$ cat config.mk
export PLATFORM = sky130hd
export DESIGN_NAME = adc_scan_ctl
export DESIGN_NICKNAME = d
export VERILOG_FILES = /design/src/rtl/adc_scan_pkg.sv /design/src/rtl/adc_sar_step.sv /design/src/rtl/adc_scan_ctl.sv
export SDC_FILE = /design/constraint.sdc
export NUM_CORES = 1
export LEC_CHECK = 0
export ABC_CLOCK_PERIOD_IN_PS = 5900
export CAP_MARGIN = 15
export CORE_ASPECT_RATIO = 1.1
export CORE_MARGIN = 2
export CORE_UTILIZATION = 40
export CTS_BUF_LIST = sky130_fd_sc_hd__clkbuf_16
export CTS_CLUSTER_SIZE = 14
export DETAILED_ROUTE_END_ITERATION = 10
export HOLD_SLACK_MARGIN = 0.15
export PLACE_DENSITY = 0.56
export SYNTH_ARGS = -nofsm -noshare
export SYNTH_HDL_FRONTEND = slang
export SYNTH_SLANG_ARGS = --single-unit
$ cat constraint.sdc
create_clock -name clk -period 5.9 [get_ports clk]
set_input_delay 1.18 -clock clk [delete_from_list [all_inputs] [get_ports clk]]
set_output_delay 1.18 -clock clk [all_outputs]
set_load 0.01 [all_outputs]
$ cat src/rtl/adc_scan_pkg.sv
// Shared constants, FSM state type, channel map and small helpers for the ADC scan controller.
package adc_scan_pkg;

  localparam int NCH     = 18;
  localparam int DW      = 10;
  localparam int RST_CYC = 4;
  localparam int TRK_CYC = 8;
  localparam int SET_CYC = 4;
  localparam int CHW     = 5;
  localparam int CNT_W   = 4;

  typedef enum logic [2:0] {
    ST_IDLE,
    ST_SEL,
    ST_RST,
    ST_TRK,
    ST_HLD,
    ST_BIT,
    ST_DONE
  } scan_state_e;

  localparam logic [CHW-1:0] CH_VIN20 = 5'd0;
  localparam logic [CHW-1:0] CH_VO10  = 5'd1;
  localparam logic [CHW-1:0] CH_IS    = 5'd2;
  localparam logic [CHW-1:0] CH_TS    = 5'd3;
  localparam logic [CHW-1:0] CH_DP    = 5'd4;
  localparam logic [CHW-1:0] CH_DN    = 5'd5;
  localparam logic [CHW-1:0] CH_CC1   = 5'd6;
  localparam logic [CHW-1:0] CH_CC2   = 5'd7;
  localparam logic [CHW-1:0] CH_DP3   = 5'd8;
  localparam logic [CHW-1:0] CH_DN3   = 5'd9;
  localparam logic [CHW-1:0] CH_VO20  = 5'd10;
  localparam logic [CHW-1:0] CH_CC1_4 = 5'd11;
  localparam logic [CHW-1:0] CH_CC2_4 = 5'd12;
  localparam logic [CHW-1:0] CH_GP5   = 5'd13;
  localparam logic [CHW-1:0] CH_GP4   = 5'd14;
  localparam logic [CHW-1:0] CH_GP3   = 5'd15;
  localparam logic [CHW-1:0] CH_GP2   = 5'd16;
  localparam logic [CHW-1:0] CH_GP1   = 5'd17;

  // First set bit of mask at or after rr, wrapping from NCH-1 back to 0.
  function automatic logic [CHW-1:0] next_ch(input logic [NCH-1:0] mask,
                                             input logic [CHW-1:0] rr);
    logic [CHW:0] idx;
    logic         found;
    next_ch = '0;
    found   = 1'b0;
    for (int k = 0; k < NCH; k++) begin
      idx = {1'b0, rr} + (CHW+1)'(k);
      if (idx >= (CHW+1)'(NCH)) idx = idx - (CHW+1)'(NCH);
      if (!found && mask[idx[CHW-1:0]]) begin
        next_ch = idx[CHW-1:0];
        found   = 1'b1;
      end
    end
  endfunction

  function automatic logic [NCH-1:0] onehot(input logic [CHW-1:0] ch);
    onehot = {{(NCH-1){1'b0}}, 1'b1} << ch;
  endfunction

endpackage

$ cat src/rtl/adc_sar_step.sv
// Successive-approximation bit stepper: comparator synchronizer, per-bit settle timer and
// trial/keep logic. A start pulse loads the mid-scale trial; done pulses on the final decision.
module adc_sar_step
  import adc_scan_pkg::*;
(
  input  logic          clk,
  input  logic          srst,
  input  logic          start,
  input  logic          comp_i,
  output logic [DW-1:0] code,
  output logic [DW-1:0] result,
  output logic          done
);

  localparam int SW = 3;
  localparam int BW = 4;

  logic [DW-1:0] code_d, code_q;
  logic [BW-1:0] bit_d, bit_q;
  logic [SW-1:0] cnt_d, cnt_q;
  logic          active_d, active_q;
  logic          sync1_d, sync1_q;
  logic          sync2_d, sync2_q;

  // The first bit gets one extra settle cycle so it spans the hold cycle as well.
  always_comb begin
    code_d   = code_q;
    bit_d    = bit_q;
    cnt_d    = cnt_q;
    active_d = active_q;
    sync1_d  = comp_i;
    sync2_d  = sync1_q;
    done     = 1'b0;
    if (start) begin
      code_d   = {1'b1, {(DW-1){1'b0}}};
      bit_d    = BW'(DW-1);
      cnt_d    = SW'(SET_CYC);
      active_d = 1'b1;
    end else if (active_q) begin
      if (cnt_q == '0) begin
        if (!sync2_q) code_d[bit_q] = 1'b0;
        cnt_d = SW'(SET_CYC-1);
        if (bit_q == '0) begin
          active_d = 1'b0;
          done     = 1'b1;
        end else begin
          bit_d         = bit_q - 1'b1;
          code_d[bit_d] = 1'b1;
        end
      end else begin
        cnt_d = cnt_q - 1'b1;
      end
    end
  end

  always_ff @(posedge clk) begin
    if (srst) begin
      code_q   <= '0;
      bit_q    <= '0;
      cnt_q    <= '0;
      active_q <= 1'b0;
      sync1_q  <= 1'b0;
      sync2_q  <= 1'b0;
    end else begin
      code_q   <= code_d;
      bit_q    <= bit_d;
      cnt_q    <= cnt_d;
      active_q <= active_d;
      sync1_q  <= sync1_d;
      sync2_q  <= sync2_d;
    end
  end

  assign code   = code_q;
  assign result = code_d;

endmodule

$ cat src/rtl/adc_scan_ctl.sv
// Scan sequencer/arbiter for the shared SAR comparator path: round-robin background scan with
// one-shot pre-emption between conversions. Define ADC_AVG_EN to average 4 conversions per selection.
module adc_scan_ctl
  import adc_scan_pkg::*;
(
  input  logic           clk,
  input  logic           srst,
  input  logic           scan_en,
  input  logic [NCH-1:0] ch_en,
  input  logic           req_vld,
  input  logic [4:0]     req_ch,
  output logic           req_ack,
  input  logic           comp_i,
  output logic [NCH-1:0] dac_sel,
  output logic           sh_rst,
  output logic           sh_hold,
  output logic           dac_en,
  output logic [DW-1:0]  dac_code,
  output logic           res_vld,
  output logic [4:0]     res_ch,
  output logic [DW-1:0]  res_dat,
  output logic           res_os,
  output logic           busy
);

  scan_state_e    state_d, state_q;
  logic [CNT_W-1:0] cnt_d, cnt_q;
  logic [CHW-1:0] ch_d, ch_q;
  logic [CHW-1:0] rr_d, rr_q;
  logic           os_d, os_q;
  logic           req_ack_d, req_ack_q;
  logic [NCH-1:0] dac_sel_d, dac_sel_q;
  logic           sh_rst_d, sh_rst_q;
  logic           sh_hold_d, sh_hold_q;
  logic           dac_en_d, dac_en_q;
  logic           res_vld_d, res_vld_q;
  logic [CHW-1:0] res_ch_d, res_ch_q;
  logic [DW-1:0]  res_dat_d, res_dat_q;
  logic           res_os_d, res_os_q;
  logic           busy_d, busy_q;
  logic           conv_last;

  logic           sar_start;
  logic           sar_done;
  logic [DW-1:0]  sar_result;

`ifdef ADC_AVG_EN
  localparam int NAVG  = 4;
  localparam int ACC_W = 12;

  logic [1:0]       avg_cnt_d, avg_cnt_q;
  logic [ACC_W-1:0] acc_d, acc_q;

  // Rounded mean of the four samples, clamped to full scale.
  function automatic logic [DW-1:0] avg_round(input logic [ACC_W-1:0] acc);
    logic [ACC_W:0] s;
    s = {1'b0, acc} + (ACC_W+1)'(2);
    if (s[ACC_W:2] > (ACC_W-1)'((1 << DW) - 1)) avg_round = '1;
    else                                        avg_round = s[DW+1:2];
  endfunction
`endif

  adc_sar_step u_sar (
    .clk    (clk),
    .srst   (srst),
    .start  (sar_start),
    .comp_i (comp_i),
    .code   (dac_code),
    .result (sar_result),
    .done   (sar_done)
  );

  always_comb begin
    state_d   = state_q;
    cnt_d     = cnt_q;
    ch_d      = ch_q;
    rr_d      = rr_q;
    os_d      = os_q;
    req_ack_d = 1'b0;
    dac_sel_d = dac_sel_q;
    sh_rst_d  = sh_rst_q;
    sh_hold_d = sh_hold_q;
    dac_en_d  = dac_en_q;
    res_vld_d = 1'b0;
    res_ch_d  = res_ch_q;
    res_dat_d = res_dat_q;
    res_os_d  = res_os_q;
    sar_start = 1'b0;
    conv_last = 1'b0;
`ifdef ADC_AVG_EN
    avg_cnt_d = avg_cnt_q;
    acc_d     = acc_q;
`endif
    unique case (state_q)
      // A valid one-shot request always wins over the background scan.
      ST_IDLE: begin
        if (req_vld && (req_ch < CHW'(NCH))) begin
          ch_d      = req_ch;
          os_d      = 1'b1;
          req_ack_d = 1'b1;
          state_d   = ST_SEL;
        end else if (scan_en && (|ch_en)) begin
          ch_d    = next_ch(ch_en, rr_q);
          os_d    = 1'b0;
          state_d = ST_SEL;
        end
        if (state_d == ST_SEL) begin
          dac_sel_d = onehot(ch_d);
          dac_en_d  = 1'b1;
        end
`ifdef ADC_AVG_EN
        avg_cnt_d = '0;
        acc_d     = '0;
`endif
      end
      ST_SEL: begin
        state_d  = ST_RST;
        sh_rst_d = 1'b1;
        cnt_d    = '0;
      end
      ST_RST: begin
        if (cnt_q == CNT_W'(RST_CYC-1)) begin
          state_d  = ST_TRK;
          sh_rst_d = 1'b0;
          cnt_d    = '0;
        end else begin
          cnt_d = cnt_q + 1'b1;
        end
      end
      ST_TRK: begin
        if (cnt_q == CNT_W'(TRK_CYC-1)) begin
          state_d   = ST_HLD;
          sh_hold_d = 1'b1;
          sar_start = 1'b1;
        end else begin
          cnt_d = cnt_q + 1'b1;
        end
      end
      ST_HLD: state_d = ST_BIT;
      ST_BIT: begin
        if (sar_done) begin
`ifdef ADC_AVG_EN
          acc_d = acc_q + ACC_W'(sar_result);
          if (avg_cnt_q == 2'(NAVG-1)) begin
            conv_last = 1'b1;
            res_dat_d = avg_round(acc_d);
          end else begin
            avg_cnt_d = avg_cnt_q + 1'b1;
            state_d   = ST_RST;
            sh_hold_d = 1'b0;
            sh_rst_d  = 1'b1;
            cnt_d     = '0;
          end
`else
          conv_last = 1'b1;
          res_dat_d = sar_result;
`endif
        end
        // Results post as the FSM enters DONE so they are visible for that one cycle.
        if (conv_last) begin
          state_d   = ST_DONE;
          res_vld_d = 1'b1;
          res_ch_d  = ch_q;
          res_os_d  = os_q;
          sh_hold_d = 1'b0;
          dac_en_d  = 1'b0;
          dac_sel_d = '0;
          if (!os_q) rr_d = (ch_q == CHW'(NCH-1)) ? '0 : ch_q + 1'b1;
        end
      end
      ST_DONE: state_d = ST_IDLE;
      default: state_d = ST_IDLE;
    endcase
    busy_d = (state_d != ST_IDLE);
  end

  always_ff @(posedge clk) begin
    if (srst) begin
      state_q   <= ST_IDLE;
      cnt_q     <= '0;
      ch_q      <= '0;
      rr_q      <= '0;
      os_q      <= 1'b0;
      req_ack_q <= 1'b0;
      dac_sel_q <= '0;
      sh_rst_q  <= 1'b0;
      sh_hold_q <= 1'b0;
      dac_en_q  <= 1'b0;
      res_vld_q <= 1'b0;
      res_ch_q  <= '0;
      res_dat_q <= '0;
      res_os_q  <= 1'b0;
      busy_q    <= 1'b0;
`ifdef ADC_AVG_EN
      avg_cnt_q <= '0;
      acc_q     <= '0;
`endif
    end else begin
      state_q   <= state_d;
      cnt_q     <= cnt_d;
      ch_q      <= ch_d;
      rr_q      <= rr_d;
      os_q      <= os_d;
      req_ack_q <= req_ack_d;
      dac_sel_q <= dac_sel_d;
      sh_rst_q  <= sh_rst_d;
      sh_hold_q <= sh_hold_d;
      dac_en_q  <= dac_en_d;
      res_vld_q <= res_vld_d;
      res_ch_q  <= res_ch_d;
      res_dat_q <= res_dat_d;
      res_os_q  <= res_os_d;
      busy_q    <= busy_d;
`ifdef ADC_AVG_EN
      avg_cnt_q <= avg_cnt_d;
      acc_q     <= acc_d;
`endif
    end
  end

  assign req_ack = req_ack_q;
  assign dac_sel = dac_sel_q;
  assign sh_rst  = sh_rst_q;
  assign sh_hold = sh_hold_q;
  assign dac_en  = dac_en_q;
  assign res_vld = res_vld_q;
  assign res_ch  = res_ch_q;
  assign res_dat = res_dat_q;
  assign res_os  = res_os_q;
  assign busy    = busy_q;

endmodule

==> out/summary.txt <==
Comb power frac - 0.235
Final Hold Viols - 0
# DRC - 0
Worst Skew - 7.093 ps
Port Buffers - 77
Startpoint types - flip-flop
First-pass DRT Iterations - 6
Switch share - 0.2947
Total gr overflow - 0
FP Rows - 66
Fillcell total - 2,980
Wire length after detailed routing - 53,790 um
Cells after Synth - 1,594
Multi-input logic area - 9703 um^2
Layout area overhead - 16.52%
Peak supply drop - 0.2170 mV
Cells along the critical path - inv_2 > buf_4 > ha_1 > nand2_1 > o21ai_1 > nor2_1 > a221oi_1 > nand4b_1 > nand3_1 > or2_1 > nor4_4 > buf_4 > nand2_4 > a221o_1 > a2111oi_4 > nor3_4 > nor4_4 > a32o_1
Die Width - 168.6 um
PwrDens - 104.2 nW/um^2
Final worst-path cycle share - 0.9658
Antenna-violating nets left - 0
CP endpoint kind - flip-flop
Synthesis warning total - 0
Drt wl/cell - 25.97 um
Rel. slew slack - 0.3215
Full die area - 31,200 um^2
Most frequent cells in the layout - nand2_1 (144), nor2_1 (136), buf_4 (123)
Seq/Total Area, Yosys - 0.1310
Status - complete, no violations
First-pass GRT wire length - 80,490 um
Core Footprint - 29,480 um^2
Syn avg cell area - 7.477 um^2
Largest fanout on the critical path - 10
Synth unique cells - 123
Vias in the first global route - 13,040
Slew Viols, Final - 0
P_sw - 0.0004265 W
Tightest Hold Check Type - reg2reg
Starting Density - 0.4043
Layout Nets - 1,759
Gpl congestion - 0.9943
DIE HEIGHT - 185.0 um
CTS tree - yes
Gr usage total - 0.3363
Sum Neg Setup Slack - 0 ps
Minimum clock period - 5698 ps
Iteration-0 DRC Markers - 1,479
Vias - 14,070
Fmax - 175.5 MHz
Crit path max-delay cell type - o21ai_1
Fin Hold WS - 459.3 ps
Sink Count - 78
Post-DP HPWL - 41,840 um
Most common cell after layout, fill and taps aside - nand2_1
RSZ-0062 raised after global routing - false
Post-Syn Area - 11,920 um^2
Initial antenna violation count - 0
EDFF count, synth - 0
Clock share of power - 0.383
Num CTS Buffers - 9
Flop pwr share - 0.382
Setup CP Type - reg2reg
Top_reg_cell synth - dfxtp_1
DR vias/cell - 6.793
Max cap viols - 0
Pleak - 4.995 nW
Ports - 78
Reg area - 1568 um^2
Synth Register Bits - 78
Pin count of the biggest net entering global routing - 54
Clk_lat worst skew - 340 ps
Post-synth ARST share - 0
Mapped Nets - 1,661
H-tree depth - 3
Root buf cell - clkbuf_16
CP max stage delay - 660 ps
Clock buffer depth - 2
P_int - 0.001020 W
Worst-Margin Slew - 1012 ps
Proportion of layout cells with a drive suffix above 1 - 0.1567
CP arrival - 5980 ps
WP data required - 6180 ps
ANT cells - 0
Clock-pin slew on the worst setup and hold paths - 60 ps
Setup violations, final - 0
[worst paths after layout]
kind / start / endpoint / slack [ps] / cells after the start
hold / removal: res_ch[1] / res_ch[1] / 460 / 2
setup / recovery: rr_q[3] / dac_sel[2] / 200 / 18
hold reg to reg: res_ch[1] / res_ch[1] / 460 / 2
setup reg to reg: rr_q[3] / dac_sel[2] / 200 / 18
[per-stage QoR]
step	power, W	instances	setup slack, ps	area [um^2]	util
final	0.001447	2071	201.8	13890	0.4711
after global placement	0.0008969	2055	117.4	13550	0.4596
after global routing	0.001499	2071	25.34	13890	0.4711
after floorplan	0.0007493	1594	16.92	11930	-
after CTS	0.001450	2071	264.6	13850	0.4698
after detailed placement	0.0008957	2055	138.6	13550	0.4596
[sequential cells by signal, summed over array words and instances (netlist names), 3 cells and up]
name / cells
dac_sel: 18
res_dat: 10
u_sar.code: 10
ch_q: 5
res_ch: 5
rr_q: 5
cnt_q: 4
u_sar.bit_q: 4
state_q: 3
u_sar.cnt_q: 3
[Yosys cell counts (17+ instances only)]
master | number | area (um^2)
mux2_2 | 22 | 247.7
a22o_1 | 20 | 175.2
ha_1 | 39 | 488.0
dfxtp_1 | 78 | 1562
nand2_1 | 144 | 540.5
o21ai_0 | 65 | 325.3
nand3_1 | 64 | 320.3
xnor2_1 | 35 | 306.5
inv_1 | 27 | 101.4
a21oi_1 | 99 | 495.5
and2_1 | 22 | 137.6
clkbuf_1 | 51 | 191.4
nor2_1 | 136 | 510.5
o31ai_1 | 18 | 135.1
nor4_1 | 23 | 143.9
nor3_1 | 54 | 270.3
a31oi_1 | 31 | 193.9
mux2i_1 | 49 | 490.5
a21o_1 | 17 | 127.6
a211oi_1 | 40 | 300.3
nand4_1 | 24 | 150.1
nor2b_1 | 26 | 162.7
buf_2 | 36 | 180.2
nand2b_1 | 28 | 175.2
o211ai_1 | 32 | 240.2
[cell type report]
| cell class | instances | area share |
|---|---|---|
| clock buffers | 10 | 0.01802 |
| multi-input cells | 1369 | 0.6986 |
| flip-flops and latches | 78 | 0.1129 |
| well taps | 374 | 0.03369 |
| clock inverters | 6 | 0.003604 |
| repair buffers | 202 | 0.1245 |
| inverters | 32 | 0.008649 |
[worst max-delay path, delay by kind of cell (launching register included)]
kind,cells,cell delay (ps)
flops,1,370
simple gates,9,2110
fa+ha+maj,1,480
buf+inv,3,700
compound gates,5,1960
[metal layers]
metal / routed length (um) / vias to the layer above / part of all wire / track usage
met1: 21760 / 6731 / 0.40 / 0.4216
met3: 4444 / 142 / 0.083 / 0.05299
li1: - / 6432 / - / -
met4: 2820 / 0 / 0.052 / 0.1590
met5: 0 / - / 0 / 0
met2: 24760 / 763 / 0.46 / 0.5663
[logic make-up (layout without fill, tap and decap cells)]
family          Yosys count  after routing  share of synthesized area
xor+xnor                 44             44                    0.03695
flops                    78             78                     0.1310
compound gates          562            562                     0.3503
fa+ha+maj                39             39                    0.04094
simple gates            632            632                     0.2832
buf+inv                 147            250                    0.05984
mux                      92             92                    0.09773
[repair_timing]
action | 4_1_cts | 5_1_grt
buffers inserted | 0 | 0
endpoints found under the setup margin | 0 | 18
resized for setup | 0 | 9
hold buffers | 0 | 0
hold endpoints to repair | 0 | 0
[power groups by stage]
stage | Sequential (W) | Combinational [W] | Clock [W]
4_1_cts | 0.000552 | 0.000334 | 0.000564
2_1_floorplan | 0.000560 | 0.000189 | 0
6_report | 0.000552 | 0.000340 | 0.000555
5_1_grt | 0.000554 | 0.000362 | 0.000584
3_3_place_gp | 0.000564 | 0.000333 | 0
3_5_place_dp | 0.000564 | 0.000332 | 0
Power figures use the tool's default switching activity.
